### config.mk
export PLATFORM = sky130hd
export DESIGN_NAME = prediction_display_ctrl
export DESIGN_NICKNAME = d
export VERILOG_FILES = /design/src/rtl/display_pkg.sv /design/src/rtl/sat_counter.sv /design/src/rtl/prediction_display_ctrl.sv
export SDC_FILE = /design/constraint.sdc
export NUM_CORES = 1
export LEC_CHECK = 0
export CAP_MARGIN = 0
export CELL_PAD_IN_SITES_DETAIL_PLACEMENT = 1
export CELL_PAD_IN_SITES_GLOBAL_PLACEMENT = 2
export CORE_MARGIN = 2
export CORE_UTILIZATION = 42
export DETAILED_ROUTE_END_ITERATION = 7
export DONT_BUFFER_PORTS = 1
export HOLD_SLACK_MARGIN = 0.15
export PLACE_DENSITY_LB_ADDON = 0.1
export SLEW_MARGIN = 10
export SYNTH_ARGS = -nofsm -noshare
export SYNTH_HDL_FRONTEND = slang
export SYNTH_SLANG_ARGS = --single-unit
### constraint.sdc
create_clock -name i_clk -period 2.7 [get_ports i_clk]
set_input_delay 0.27 -clock i_clk [delete_from_list [all_inputs] [get_ports i_clk]]
set_output_delay 0.27 -clock i_clk [all_outputs]
set_load 0.01 [all_outputs]
### src/rtl/display_pkg.sv
// Shared types and limits for the prediction display controller.
package display_pkg;

   typedef enum logic [1:0] {RESULT, COUNT, ERRORS} disp_mode_t;
   typedef enum logic [1:0] {IDLE, UPDATE, SHOW} ctrl_state_t;

   localparam int DISP_MAX   = 9999;
   localparam int CONF_MAX   = 99;
   localparam int NUM_DIGITS = 4;
   localparam int CNT_W      = 14;   // smallest width holding DISP_MAX

   // Display mode rotation driven by the mode button.
   function automatic disp_mode_t next_mode(input disp_mode_t m);
      case (m)
         RESULT:  return COUNT;
         COUNT:   return ERRORS;
         default: return RESULT;
      endcase
   endfunction

endpackage

### src/rtl/sat_counter.sv
// Incrementing counter that sticks at DISP_MAX so it never overflows the display.
module sat_counter
   import display_pkg::*;
#(
   parameter int WIDTH = CNT_W
) (
   input  logic             i_clk,
   input  logic             i_rst_n,
   input  logic             inc,
   output logic [WIDTH-1:0] count
);

   logic [WIDTH-1:0] cnt_q, cnt_d;

   // Next count: step on enable unless already at the display limit.
   always_comb begin
      cnt_d = cnt_q;
      if (inc && (cnt_q < WIDTH'(DISP_MAX)))
         cnt_d = cnt_q + 1'b1;
   end

   // Count register.
   always_ff @(posedge i_clk or negedge i_rst_n) begin
      if (!i_rst_n) cnt_q <= '0;
      else          cnt_q <= cnt_d;
   end

   assign count = cnt_q;

endmodule

### src/rtl/prediction_display_ctrl.sv
// Formats classifier results, counters and busy blink for the 4-digit display.
//
// state  | meaning
// IDLE   | no valid-class result accepted since reset
// UPDATE | one cycle after any accept; not ready
// SHOW   | a valid result is latched and displayed
module prediction_display_ctrl
   import display_pkg::*;
#(
   parameter int INPUT_WIDTH     = 15,
   parameter int BLINK_PRESCALAR = 22
) (
   input  logic                   i_clk,
   input  logic                   i_rst_n,
   input  logic                   res_valid,
   output logic                   res_ready,
   input  logic [3:0]             res_class,
   input  logic [6:0]             res_conf,
   input  logic                   infer_busy,
   input  logic                   mode_btn,
   output logic [INPUT_WIDTH-1:0] number,
   output logic [NUM_DIGITS-1:0]  decimal_points
);

   ctrl_state_t                state_q, state_d;
   disp_mode_t                 mode_q, mode_d;
   logic                       seen_q, seen_d;
   logic [3:0]                 class_q, class_d;
   logic [6:0]                 conf_q, conf_d;
   logic                       ready_q, ready_d;
   logic [BLINK_PRESCALAR:0]   blink_q, blink_d;
   logic [INPUT_WIDTH-1:0]     number_q, number_d;
   logic [NUM_DIGITS-1:0]      dp_q, dp_d;

   logic                       accept;
   logic                       class_ok;
   logic [6:0]                 conf_sat;
   logic [CNT_W-1:0]           res_cnt, err_cnt;
   logic [CNT_W-1:0]           class_ext, class_x1000, result_val;

   assign accept   = res_valid && ready_q;
   assign class_ok = (res_class <= 4'd9);
   assign conf_sat = (res_conf > 7'(CONF_MAX)) ? 7'(CONF_MAX) : res_conf;

   sat_counter #(.WIDTH(CNT_W)) u_res_cnt (
      .i_clk   (i_clk),
      .i_rst_n (i_rst_n),
      .inc     (accept && class_ok),
      .count   (res_cnt)
   );

   sat_counter #(.WIDTH(CNT_W)) u_err_cnt (
      .i_clk   (i_clk),
      .i_rst_n (i_rst_n),
      .inc     (accept && !class_ok),
      .count   (err_cnt)
   );

   // class*1000 as x1024 - x16 - x8; max 9216 fits CNT_W without wrap.
   assign class_ext   = CNT_W'(class_q);
   assign class_x1000 = (class_ext << 10) - (class_ext << 4) - (class_ext << 3);
   assign result_val  = class_x1000 + CNT_W'(conf_q);

   // Handshake FSM, result latch and mode rotation.
   always_comb begin
      state_d = state_q;
      seen_d  = seen_q;
      class_d = class_q;
      conf_d  = conf_q;
      mode_d  = mode_q;
      case (state_q)
         UPDATE:  state_d = seen_q ? SHOW : IDLE;
         default: if (accept) state_d = UPDATE;
      endcase
      if (accept && class_ok) begin
         seen_d  = 1'b1;
         class_d = res_class;
         conf_d  = conf_sat;
      end
      if (mode_btn) mode_d = next_mode(mode_q);
      ready_d = (state_d != UPDATE);
   end

   // Output formatting from the registered state; one cycle behind the data.
   always_comb begin
      number_d = '0;
      case (mode_q)
         RESULT:  if (seen_q) number_d = INPUT_WIDTH'(result_val);
         COUNT:   number_d = INPUT_WIDTH'(res_cnt);
         ERRORS:  number_d = INPUT_WIDTH'(err_cnt);
         default: number_d = '0;
      endcase
      dp_d    = {(mode_q == RESULT) && seen_q,
                 mode_q == ERRORS,
                 mode_q == COUNT,
                 infer_busy && blink_q[BLINK_PRESCALAR]};
      blink_d = blink_q + 1'b1;
   end

   // State and output registers.
   always_ff @(posedge i_clk or negedge i_rst_n) begin
      if (!i_rst_n) begin
         state_q  <= IDLE;
         mode_q   <= RESULT;
         seen_q   <= 1'b0;
         class_q  <= '0;
         conf_q   <= '0;
         ready_q  <= 1'b0;
         blink_q  <= '0;
         number_q <= '0;
         dp_q     <= '0;
      end else begin
         state_q  <= state_d;
         mode_q   <= mode_d;
         seen_q   <= seen_d;
         class_q  <= class_d;
         conf_q   <= conf_d;
         ready_q  <= ready_d;
         blink_q  <= blink_d;
         number_q <= number_d;
         dp_q     <= dp_d;
      end
   end

   assign res_ready      = ready_q;
   assign number         = number_q;
   assign decimal_points = dp_q;

endmodule

==> results of run 1 <==
[sequential cells by signal (all words and copies together), names as in the netlist]
| signal | count |
|---|---|
| conf_q | 7 |
| class_q | 4 |
| blink_q | 23 |
| state_q | 2 |
| seen_q | 1 |
| number | 14 |
| res_ready | 1 |
| decimal_points | 4 |
| u_err_cnt.count | 14 |
| u_res_cnt.count | 14 |
| mode_q | 2 |
[layer usage]
| metal | share of wire, % | GRT usage (%) | routed length [um] |
|---|---|---|---|
| met1 | 47 | 24.65 | 4212 |
| met2 | 47 | 29.86 | 4264 |
| met3 | 3.1 | 3.661 | 281 |
| met4 | 2.7 | 9.008 | 239 |
| met5 | 0 | 0 | 0 |
[kinds of logic after synthesis]
kind of cell    Yosys count  share of synthesized area (%)
buf+inv                  28                          2.865
fa+ha+maj                19                          6.340
mux                       4                          1.097
compound gates           59                          8.931
flops                    86                          52.42
other cells               1                        0.09135
xor+xnor                 52                          11.09
simple gates            135                          17.16
[stage by stage]
stage / instance area (sq um) / setup WS [ns] / utilization, % / std cells / power (W)
6_report: 4624 / 0.2168 / 47.98 / 541 / 0.004311
3_5_place_dp: 4244 / 0.1946 / 44.03 / 510 / 0.003367
2_1_floorplan: 4105 / 0.4606 / - / 384 / 0.002937
5_1_grt: 4624 / 0.02158 / 47.98 / 541 / 0.004671
3_3_place_gp: 4244 / 0.2465 / 44.03 / 510 / 0.003330
4_1_cts: 4621 / 0.1819 / 47.94 / 541 / 0.004366
[critical path: stages (launching register included)]
cell and delay (ns):
dfrtp_1 0.45, inv_1 0.17, fa_1 0.53, ha_1 0.35, o211ai_1 0.17, nand2_1 0.17
a41oi_1 0.28, xnor2_1 0.14, o21ai_0 0.09
[timing repair]
item	CTS	global route
endpoints found under the hold margin	101	0
setup buffers	0	0
hold buffers	16	0
resized for setup	0	1
setup endpoints to repair	0	2
[cells in the final DEF (no fill, tap or decap), types with 9 or more instances in the layout]
cell type / n
nor2_1: 24
nand2_1: 43
nand4_1: 13
ha_1: 16
a21oi_1: 9
o21ai_0: 22
xnor2_1: 31
a22oi_1: 11
inv_1: 18
dlygate4sd3_1: 15
nand3_1: 17
dfrtp_1: 86
clkbuf_8: 11
xor2_1: 21
[power breakdown]
part | switching, W | total [W] | internal, W
registers | 0.000340 | 0.00191 | 0.00157
clock network | 0.000451 | 0.000926 | 0.000474
logic | 0.000843 | 0.00148 | 0.000637
[layout make-up]
cell class / instances / area [sq um]
Multi-Input combinational cell: 270 / 1839
Inverter: 18 / 67.56
Clock buffer: 12 / 155.1
Sequential cell: 86 / 2152
Fill cell: 1073 / 5015
Clock inverter: 3 / 43.79
Timing Repair Buffer: 19 / 200.2
Tap cell: 133 / 166.4
[Yosys cell counts, types with 2 or more instances]
cell type  number  area (sq um)
inv_1          18         67.56
and3_1          5         31.28
and2_1          2         12.51
nand4_1        13         81.33
mux2_2          3         33.78
ha_1           16         200.2
nand2b_1        4         25.02
a21oi_1        10         50.05
nand3_1        17         85.08
dfrtp_1        86          2152
o21a_1          4         30.03
o31ai_1         3         22.52
nand2_1        43         161.4
nor3_2          3         30.03
fa_1            3         60.06
nor3_1          5         25.02
o21ai_0        22         110.1
nor2b_1         5         31.28
nor3b_1         2         15.01
nor2_1         24         90.09
a22oi_1        11         82.58
clkbuf_1        7         26.28
xnor2_1        31         271.5
nor4_1          3         18.77
xor2_1         21         183.9
[worst min path at each step]
stage	end	depth (start not counted)
final	conf_q[2]	3
after global routing	conf_q[4]	3
after CTS	conf_q[2]	3
after detailed placement	blink_q[9]	0
after global placement	blink_q[10]	0
after floorplan	blink_q[0]	0
==> reports/results.txt, run 1 <==
Skew final: 0.009673 ns
Max Slew Vio Count: 0
# clock sinks: 86
# rows: 36
Mapped Cells: 384
Grt total ovfl: 0
Final count of negative-setup-slack endpoints: 0
Power Dens Cells: 932.3 mW/mm^2
FF-to-FF path depth: 8
Die area: 0.01058 sq mm
Chip height: 102.9 um
Hpwl dp: 6465 um
Synth Net Count: 419
Status: complete, no violations
IO buf count: 0
Routed Antenna Nets: 0
Drt first pass iters: 5
RR Endpoint: number[12]
Min-delay worst type: primary input to flop
Crit path to: number[12]
Worst R2R Start: class_q[0]
Max_cap viols: 0
Post-layout nets: 439
Synth Area per Inst: 10.69 sq um
Initial antenna violation count: 0
Fin. Hold Viols: 0
Min Hold Slack: 0.1762 ns
RePlAce Congestion: 0.8309
CTS tree: yes
Crit path kind: flop to flop
Critical Path RT: 2.93 ns
TNS Setup: 0 ns
Clock Path Buffers: 2
FF+latch count, synth: 86
Routed len/inst: 16.63 um
EDFF count, synth: 0
Max Clock Freq: 0.4027 GHz
Hold_sp: res_conf[6]
CTS clk-pin slew, worst paths: 0.08 ns
Synthesized area: 0.004105 sq mm
CP startpoint kind: flop
Layout cells sized above 1: 7.598%
H-tree levels: 3
Final Cycle Share: 91.97%
First-pass GRT wire length: 14780 um
Number of global-route vias before repair: 2941
Residual DRC count: 0
GRT Total Usage: 18.74%
Worst vdd ir: 500.7 uV
TritonCTS Buffers: 9
Top FF cell, synth: dfrtp_1
Max Fanout on Critical Path: 6
Worst-Skew Late Latency: 0.36 ns
Total of warnings raised by yosys: 0
Via count: 2808
Area Overhead vs Synth: 12.65%
Largest net degree at the start of global routing: 87
RSZ-0062 raised after global routing: no
Worst EP arrival: 2.71 ns
Core ar.: 0.009639 sq mm
Routed WL: 8998 um
Die span in x: 102.9 um
Min Tclk post-route: 2.483 ns
Seq/Total Area, Yosys: 52.42%
Setup crit end kind: flop
Vias per cell: 5.190
Initial DRC count: 86
Starting density of the core: 42.59%
Yosys cell types: 48
LEAKAGE: 2.087 nW
Ys async rst share: 100.0%
Worst reg-to-reg setup slack: 0.22 ns
# diodes: 0
Ports: 36
Root Driver: clkbuf_8
CP startpoint: class_q[0]
Note: power is estimated with default switching activity, not from simulation.
==> run 2, diff against run 1 <==
CORE_UTILIZATION = 43   (was 42)
CTS_BUF_LIST = sky130_fd_sc_hd__clkbuf_4   (was unset)
==> run 2 against run 1 <==
First-iteration DRC count rose by 1.2%; clock power fell by 20%; core utilization rose by 1.5 points; register-to-register slack barely moved; cell count fell by 0.37%; clock skew rose by 0.011 ns; combinational power barely moved; setup slack got worse by 0.0086 ns; sequential cell count did not move; total power fell by 4.3%; count of clock-buffer cells in the layout fell by 3; critical path depth fell by 1; critical path type unchanged; largest cell class unchanged.
==> reports/results.txt, run 2 (synthesized netlist as in run 1, its figures left out) <==
Most used cell, CP: o31ai_1
Power Dens Cells: 902.3 mW/mm^2 (was 932.3 mW/mm^2)
Worst vdd ir: 554.1 uV (was 500.7 uV)
DR WL met3: 202 um (was 281 um)
Area Overhead vs Synth: 11.37% (was 12.65%)
Largest net degree at the start of global routing: 87 (unchanged)
Clk network pwr share: 18.0% (was 21.5%)
RR Endpoint: number[13] (was number[12])
Setup crit end kind: flop (unchanged)
Final count of negative-setup-slack endpoints: 0 (unchanged)
TritonCTS Buffers: 9 (unchanged)
CP top delay family: adder cells (unchanged)
# clock sinks: 86 (unchanged)
Fin. Hold Viols: 0 (unchanged)
Slowest-stage cell, CP: fa_1 (unchanged)
CTS clk-pin slew, worst paths: 0.14 ns (was 0.08 ns)
CP startpoint: class_q[1] (was class_q[0])
Crit path cell chain: inv_1 -> fa_1 -> ha_1 -> nor2b_1 -> o31ai_1 -> a311oi_1 -> o31ai_1 (was inv_1 -> fa_1 -> ha_1 -> o211ai_1 -> nand2_1 -> a41oi_1 -> xnor2_1 -> o21ai_0)
Crit path kind: flop to flop (unchanged)
Initial antenna violation count: 0 (unchanged)
Vias per cell: 5.161 (was 5.190)
Starting density of the core: 44.43% (was 42.59%)
Max Fanout on Critical Path: 7 (was 6)
Hpwl dp: 6445 um (was 6465 um)
Design Area, Final: 0.004572 sq mm (was 0.004624 sq mm)
Chip height: 101.7 um (was 102.9 um)
Psw: 0.001639 W (was 0.001635 W)
CTS tree: yes (unchanged)
TNS Setup: 0 ns (unchanged)
Initial DRC count: 87 (was 86)
Max Slew Vio Count: 0 (unchanged)
LEAKAGE: 2.061 nW (was 2.087 nW)
Routed WL: 9025 um (was 8998 um)
Slew margin rel.: 30.83%
Biggest register: blink_q (unchanged)
Worst-Skew Late Latency: 0.42 ns (was 0.36 ns)
CP startpoint kind: flop (unchanged)
Die area: 0.01034 sq mm (was 0.01058 sq mm)
Clock Path Buffers: 2 (unchanged)
CP max stage delay: 0.44 ns (was 0.53 ns)
DR WL met2: 4358 um (was 4264 um)
Worst Tran Pin Value: 1.035 ns
H-tree levels: 3 (unchanged)
Total power: 0.004125 W (was 0.004311 W)
Skew final: 0.02111 ns (was 0.009673 ns)
# rows: 35 (was 36)
FF-to-FF path depth: 7 (was 8)
Internal power: 0.002486 W (was 0.002676 W)
WL met1: 4293 um (was 4212 um)
Worst EP arrival: 2.82 ns (was 2.71 ns)
Via count: 2782 (was 2808)
Ports: 36 (unchanged)
Worst R2R Start: class_q[1] (was class_q[0])
Final Cycle Share: 92.29% (was 91.97%)
Final core utilization: 49.48% (was 47.98%)
Residual DRC count: 0 (unchanged)
Max Clock Freq: 0.4013 GHz (was 0.4027 GHz)
Number of global-route vias before repair: 2930 (was 2941)
IO buf count: 0 (unchanged)
Post-DP Area: 0.004239 sq mm (was 0.004244 sq mm)
Root Driver: clkbuf_4 (was clkbuf_8)
Routed len/inst: 16.74 um (was 16.63 um)
First-pass GRT wire length: 15010 um (was 14780 um)
Sequential power share: 45.8% (was 44.2%)
Post-layout nets: 440 (was 439)
GRT Total Usage: 18.91% (was 18.74%)
Layout cells sized above 1: 7.805% (was 7.598%)
Min-delay worst type: primary input to flop (unchanged)
Most common cell after layout, fill and taps aside: dfrtp_1 (unchanged)
Most frequent cells in the layout: dfrtp_1, nand2_1, xnor2_1, nor2_1, o21ai_0 (unchanged)
Bufs and invs on worst path: 1 (unchanged)
Grt total ovfl: 0 (unchanged)
Sw Ratio: 39.73% (was 37.93%)
CP Depth: 7 (was 8)
Drt first pass iters: 4 (was 5)
Crit path to: number[13] (was number[12])
Critical Path RT: 3.03 ns (was 2.93 ns)
Max_cap viols: 0 (unchanged)
Core ar.: 0.009240 sq mm (was 0.009639 sq mm)
Routed Antenna Nets: 0 (unchanged)
# diodes: 0 (unchanged)
Die span in x: 101.7 um (was 102.9 um)
Gate power share: 36.2% (was 34.3%)
Min Tclk post-route: 2.492 ns (was 2.483 ns)
Setup repair bufs after CTS: 0 (unchanged)
RePlAce Congestion: 0.8554 (was 0.8309)
Worst reg-to-reg setup slack: 0.21 ns (was 0.22 ns)
Max Used Layer: met4 (unchanged)
Status: complete, no violations (unchanged)
RSZ-0062 raised after global routing: no (unchanged)
Fill cell count: 1032 (was 1073)
Largest register FFs: 23 (unchanged)
[run 2: cell count changes in the layout (fill, tap and decap cells not counted)]
cell and change:
clkinv_1 +1, dlygate4sd3_1 +1, clkbuf_1 -1, clkbuf_4 +9, clkbuf_8 -11, clkinvlp_4 +2
inv_8 +1
[run 2: worst min path at each step]
stage / to / cells past startpoint / start / slack, ns
after floorplan: blink_q[0] / 0 / i_rst_n / -0.03
after global placement: blink_q[10] / 0 / i_rst_n / -0.02
after detailed placement: blink_q[10] / 0 / i_rst_n / -0.02
after CTS: conf_q[1] / 3 / res_conf[2] / 0.25
after global routing: conf_q[1] / 3 / res_conf[2] / 0.31
final: conf_q[1] / 3 / res_conf[2] / 0.28
[run 2: metrics by stage]
stage | hold slack [ns] | setup WS, ns | instances
2_1_floorplan | -0.02559 | 0.4606 | 384
3_3_place_gp | -0.02346 | 0.2801 | 506
3_5_place_dp | -0.02300 | 0.1490 | 506
4_1_cts | 0.2450 | 0.1013 | 539
5_1_grt | 0.3104 | 0.03196 | 539
6_report | 0.2848 | 0.2082 | 539
[run 2: final cells by class]
class	instances	area [sq um]	share of cell area, %
Multi-Input combinational cell	270	1839	40.23
Clock buffer	9	67.56	1.478
Tap cell	129	161.4	3.530
Inverter	18	67.56	1.478
Timing Repair Buffer	20	210.2	4.598
Sequential cell	86	2152	47.07
Clock inverter	7	73.82	1.615
[run 2: power groups by stage]
stage               clock network (W)  logic, W  registers [W]
floorplan                           0   0.00114        0.00180
global placement                    0   0.00143        0.00192
finish                       0.000743   0.00149        0.00189
CTS                          0.000779   0.00151        0.00189
global route                 0.000828   0.00171        0.00194
detailed placement                  0   0.00145        0.00192
[run 2: routing by layer]
metal  global-route usage [%]  vias up
li1                         -     1357
met1                    25.77     1376
met2                    30.82       36
met3                    2.553       13
met4                    7.069        0
met5                        0        -
[run 2: timing repair]
item	4_1_cts	5_1_grt
resized for setup	0	1
endpoints found under the hold margin	103	0
setup endpoints to repair	0	1
hold buffers	17	0
[run 2: worst register-to-register path: stages, from the launching register on]
cell and delay (ns):
dfrtp_1 0.42, inv_1 0.23, fa_1 0.45, ha_1 0.37
nor2b_1 0.16, o31ai_1 0.39, a311oi_1 0.17, o31ai_1 0.24
==> run 3, diff against run 2 <==
ABC_AREA = 1   (was unset)
CORE_UTILIZATION = 40   (was 43)
==> run 3 against run 2 <==
Sequential cell count unchanged; fmax increased by 5.9%; global-route usage increased by 2.6 points; clock skew increased by 0.00050 ns; core utilization decreased by 4.9 points; sequential power decreased by 8%; register-to-register slack improved by 0.14 ns; combinational power about the same; cell count increased by 43%; largest power group unchanged.
==> reports/results.txt, run 3 <==
Max Fanout on Critical Path: 6 (was 7)
Max_cap viols: 0 (unchanged)
Top FF cell, synth: dfrtp_1 (unchanged)
Crit path cell chain: inv_1 -> fa_1 -> ha_1 -> inv_1 -> nand2_1 -> nand2_1 -> nand2_1 -> nand2_1 -> nand2_1 -> nand2_1 -> nand2_1 -> nand3_1 -> nand2_1 (was inv_1 -> fa_1 -> ha_1 -> nor2b_1 -> o31ai_1 -> a311oi_1 -> o31ai_1)
Worst vdd ir: 297.1 uV (was 554.1 uV)
Vias per cell: 5.113 (was 5.161)
EDFF count, synth: 0 (unchanged)
Synthesized area: 0.004845 sq mm (was 0.004105 sq mm)
Worst EP arrival: 2.74 ns (was 2.82 ns)
Post-DP Area: 0.004976 sq mm (was 0.004239 sq mm)
Routed WL: 12890 um (was 9025 um)
# diodes: 0 (unchanged)
Synth Net Count: 631 (was 419)
Die area: 0.01301 sq mm (was 0.01034 sq mm)
Design Area, Final: 0.005315 sq mm (was 0.004572 sq mm)
Mapped Cells: 596 (was 384)
# clock sinks: 86 (unchanged)
Commonest cells in the netlist: nand2_1, dfrtp_1, inv_1 (was dfrtp_1, nand2_1, xnor2_1)
Yosys cell types: 39 (was 48)
Grt total ovfl: 0 (unchanged)
TNS Setup: 0 ns (unchanged)
Ys async rst share: 100.0% (unchanged)
Placed Cells incl. Taps: 737 (was 506)
Die span in x: 114.1 um (was 101.7 um)
Max Clock Freq: 0.4249 GHz (was 0.4013 GHz)
Setup repair bufs after CTS: 0 (unchanged)
PostCTS Resize Cnt: 0 (unchanged)
CTS tree: yes (unchanged)
Biggest area consumer among synthesized cells: dfrtp_1 (unchanged)
CP startpoint kind: flop (unchanged)
Ports: 36 (unchanged)
CP max stage delay: 0.53 ns (was 0.44 ns)
Fin. Hold Viols: 0 (unchanged)
Critical Path RT: 3.09 ns (was 3.03 ns)
Fill cell count: 1488 (was 1032)
Final instance count without filler cells: 769 (was 539)
Min Hold Slack: 0.2082 ns (was 0.2848 ns)
Number of global-route vias before repair: 4148 (was 2930)
Synth top area cells: dfrtp_1, nand2_1, xor2_1, inv_1, nand3_1 (was dfrtp_1, xnor2_1, ha_1, xor2_1, nand2_1)
Residual DRC count: 0 (unchanged)
Via count: 3932 (was 2782)
Hpwl dp: 9583 um (was 6445 um)
Drt first pass iters: 4 (unchanged)
Skew final: 0.02161 ns (was 0.02111 ns)
Setup crit end kind: flop (unchanged)
Layout cells sized above 1: 8.039% (was 7.805%)
Hold_sp: res_conf[3] (was res_conf[2])
Worst-Skew Late Latency: 0.49 ns (was 0.42 ns)
RSZ-0062 raised after global routing: no (unchanged)
Worst reg-to-reg setup slack: 0.35 ns (was 0.21 ns)
Power Dens Cells: 773.2 mW/mm^2 (was 902.3 mW/mm^2)
Most common cell after layout, fill and taps aside: nand2_1 (was dfrtp_1)
Core ar.: 0.01191 sq mm (was 0.009240 sq mm)
First-pass GRT wire length: 21510 um (was 15010 um)
# rows: 40 (was 35)
Worst R2R Start: class_q[0] (was class_q[1])
Biggest register: blink_q (unchanged)
FF-to-FF path depth: 13 (was 7)
Crit path kind: flop to flop (unchanged)
Most used cell, CP: nand2_1 (was o31ai_1)
Largest register FFs: 23 (unchanged)
Chip height: 114.1 um (was 101.7 um)
Seq/Total Area, Yosys: 44.42% (was 52.42%)
FF+latch count, synth: 86 (unchanged)
LEAKAGE: 2.490 nW (was 2.061 nW)
H-tree levels: 3 (unchanged)
Post-layout nets: 652 (was 440)
Slowest-stage cell, CP: fa_1 (unchanged)
Status: complete, no violations (unchanged)
Total power: 0.004110 W (was 0.004125 W)
Total of warnings raised by yosys: 0 (unchanged)
Min-delay worst type: primary input to flop (unchanged)
Max Slew Vio Count: 0 (unchanged)
Min Tclk post-route: 2.354 ns (was 2.492 ns)
Final count of negative-setup-slack endpoints: 0 (unchanged)
Post-synth top area share: 44.42% (was 52.42%)
Final Cycle Share: 87.17% (was 92.29%)
Routed Antenna Nets: 0 (unchanged)
Hold Crit Endpoint: conf_q[1] (unchanged)
Most frequent cells in the layout: nand2_1, dfrtp_1, inv_1, nor2_1, nand3_1 (was dfrtp_1, nand2_1, xnor2_1, nor2_1, o21ai_0)
Most common cell in the netlist: nand2_1 (was dfrtp_1)
Initial DRC count: 127 (was 87)
IO buf count: 0 (unchanged)
CTS clk-pin slew, worst paths: 0.14 ns (about the same)
Area Overhead vs Synth: 9.711% (was 11.37%)
WHS Path Cells: 3 (unchanged)
TritonCTS Buffers: 9 (unchanged)
GRT Total Usage: 21.51% (was 18.91%)
RR Endpoint: number[10] (was number[13])
Largest net degree at the start of global routing: 87 (unchanged)
Root Driver: clkbuf_4 (unchanged)
Synth Area per Inst: 8.129 sq um (was 10.69 sq um)
Clock Path Buffers: 2 (unchanged)
Routed len/inst: 16.76 um (was 16.74 um)
Initial antenna violation count: 0 (unchanged)
RePlAce Congestion: 0.8239 (was 0.8554)
Starting density of the core: 40.67% (was 44.43%)
==> run 3: cell count changes in the layout (fill, tap and decap cells not counted), moves of 9 or more <==
cell	previous run	this run
a22oi_1	11	1
inv_1	18	69
nand2_1	43	167
nand3_1	17	49
nor2_1	24	53
o21ai_0	22	13
xnor2_1	31	9
xor2_1	21	32
==> run 3: metrics by stage <==
stage               setup WS, ns  utilization [%]
finish                    0.3463            44.62
global route              0.1052            44.62
CTS                       0.3455            44.62
detailed placement        0.4096            41.78
global placement          0.5137            41.78
floorplan                 0.6268                -
==> run 3: where the power goes <==
group	total, W	switching (W)	internal [W]
sequential	0.00173	0.000228	0.00150
combinational	0.00152	0.000983	0.000534
clock	0.000867	0.000482	0.000384
==> run 3: area by class of cell <==
class / count / area [sq um] / share of cell area (%)
multi-input cells: 427 / 2340 / 44.02
flip-flops and latches: 86 / 2152 / 40.49
inverters: 74 / 277.8 / 5.226
repair buffers: 19 / 200.2 / 3.766
well taps: 147 / 183.9 / 3.460
clock inverters: 6 / 86.33 / 1.624
clock buffers: 10 / 75.07 / 1.412
==> run 3: metal layers <==
metal / global-route usage (%) / up-vias / part of all wire [%]
li1: - / 1942 / -
met1: 28.57 / 1941 / 48
met2: 35.48 / 33 / 48
met3: 3.653 / 16 / 1.9
met4: 7.805 / 0 / 1.9
met5: 0 / - / 0
==> run 3: timing repair <==
item                                   CTS  global route
setup endpoints to repair                0             0
endpoints found under the hold margin  103             0
hold buffers                            16             0
==> run 3: kinds of logic (layout without fill, tap and decap cells) <==
group           after synthesis  after routing  synth area share, %
xor+xnor                     41             41                7.412
buf+inv                      83            109                7.283
simple gates                317            317                28.72
compound gates               49             49                6.715
fa+ha+maj                    19             19                5.372
flops                        86             86                44.42
other cells                   1              1              0.07741
==> run 3: worst max-delay path: cells and delay by family, from the launching register on <==
family | cells | cell delay, ns
DFF | 1 | 0.48
adders and majority gates | 2 | 0.89
buffers and inverters | 2 | 0.24
and+or+nand+nor | 9 | 0.65
==> run 3: how the worst max path moves through the flow <==
stage                from    endpoint  slack, ns  cells past startpoint
2_1_floorplan  class_q[3]  number[12]       0.63                     12
3_3_place_gp   class_q[1]  number[11]       0.51                     12
3_5_place_dp   class_q[1]  number[11]       0.41                     12
4_1_cts        class_q[0]  number[10]       0.35                     13
5_1_grt        class_q[1]  number[10]       0.11                     13
6_report       class_q[0]  number[10]       0.35                     13
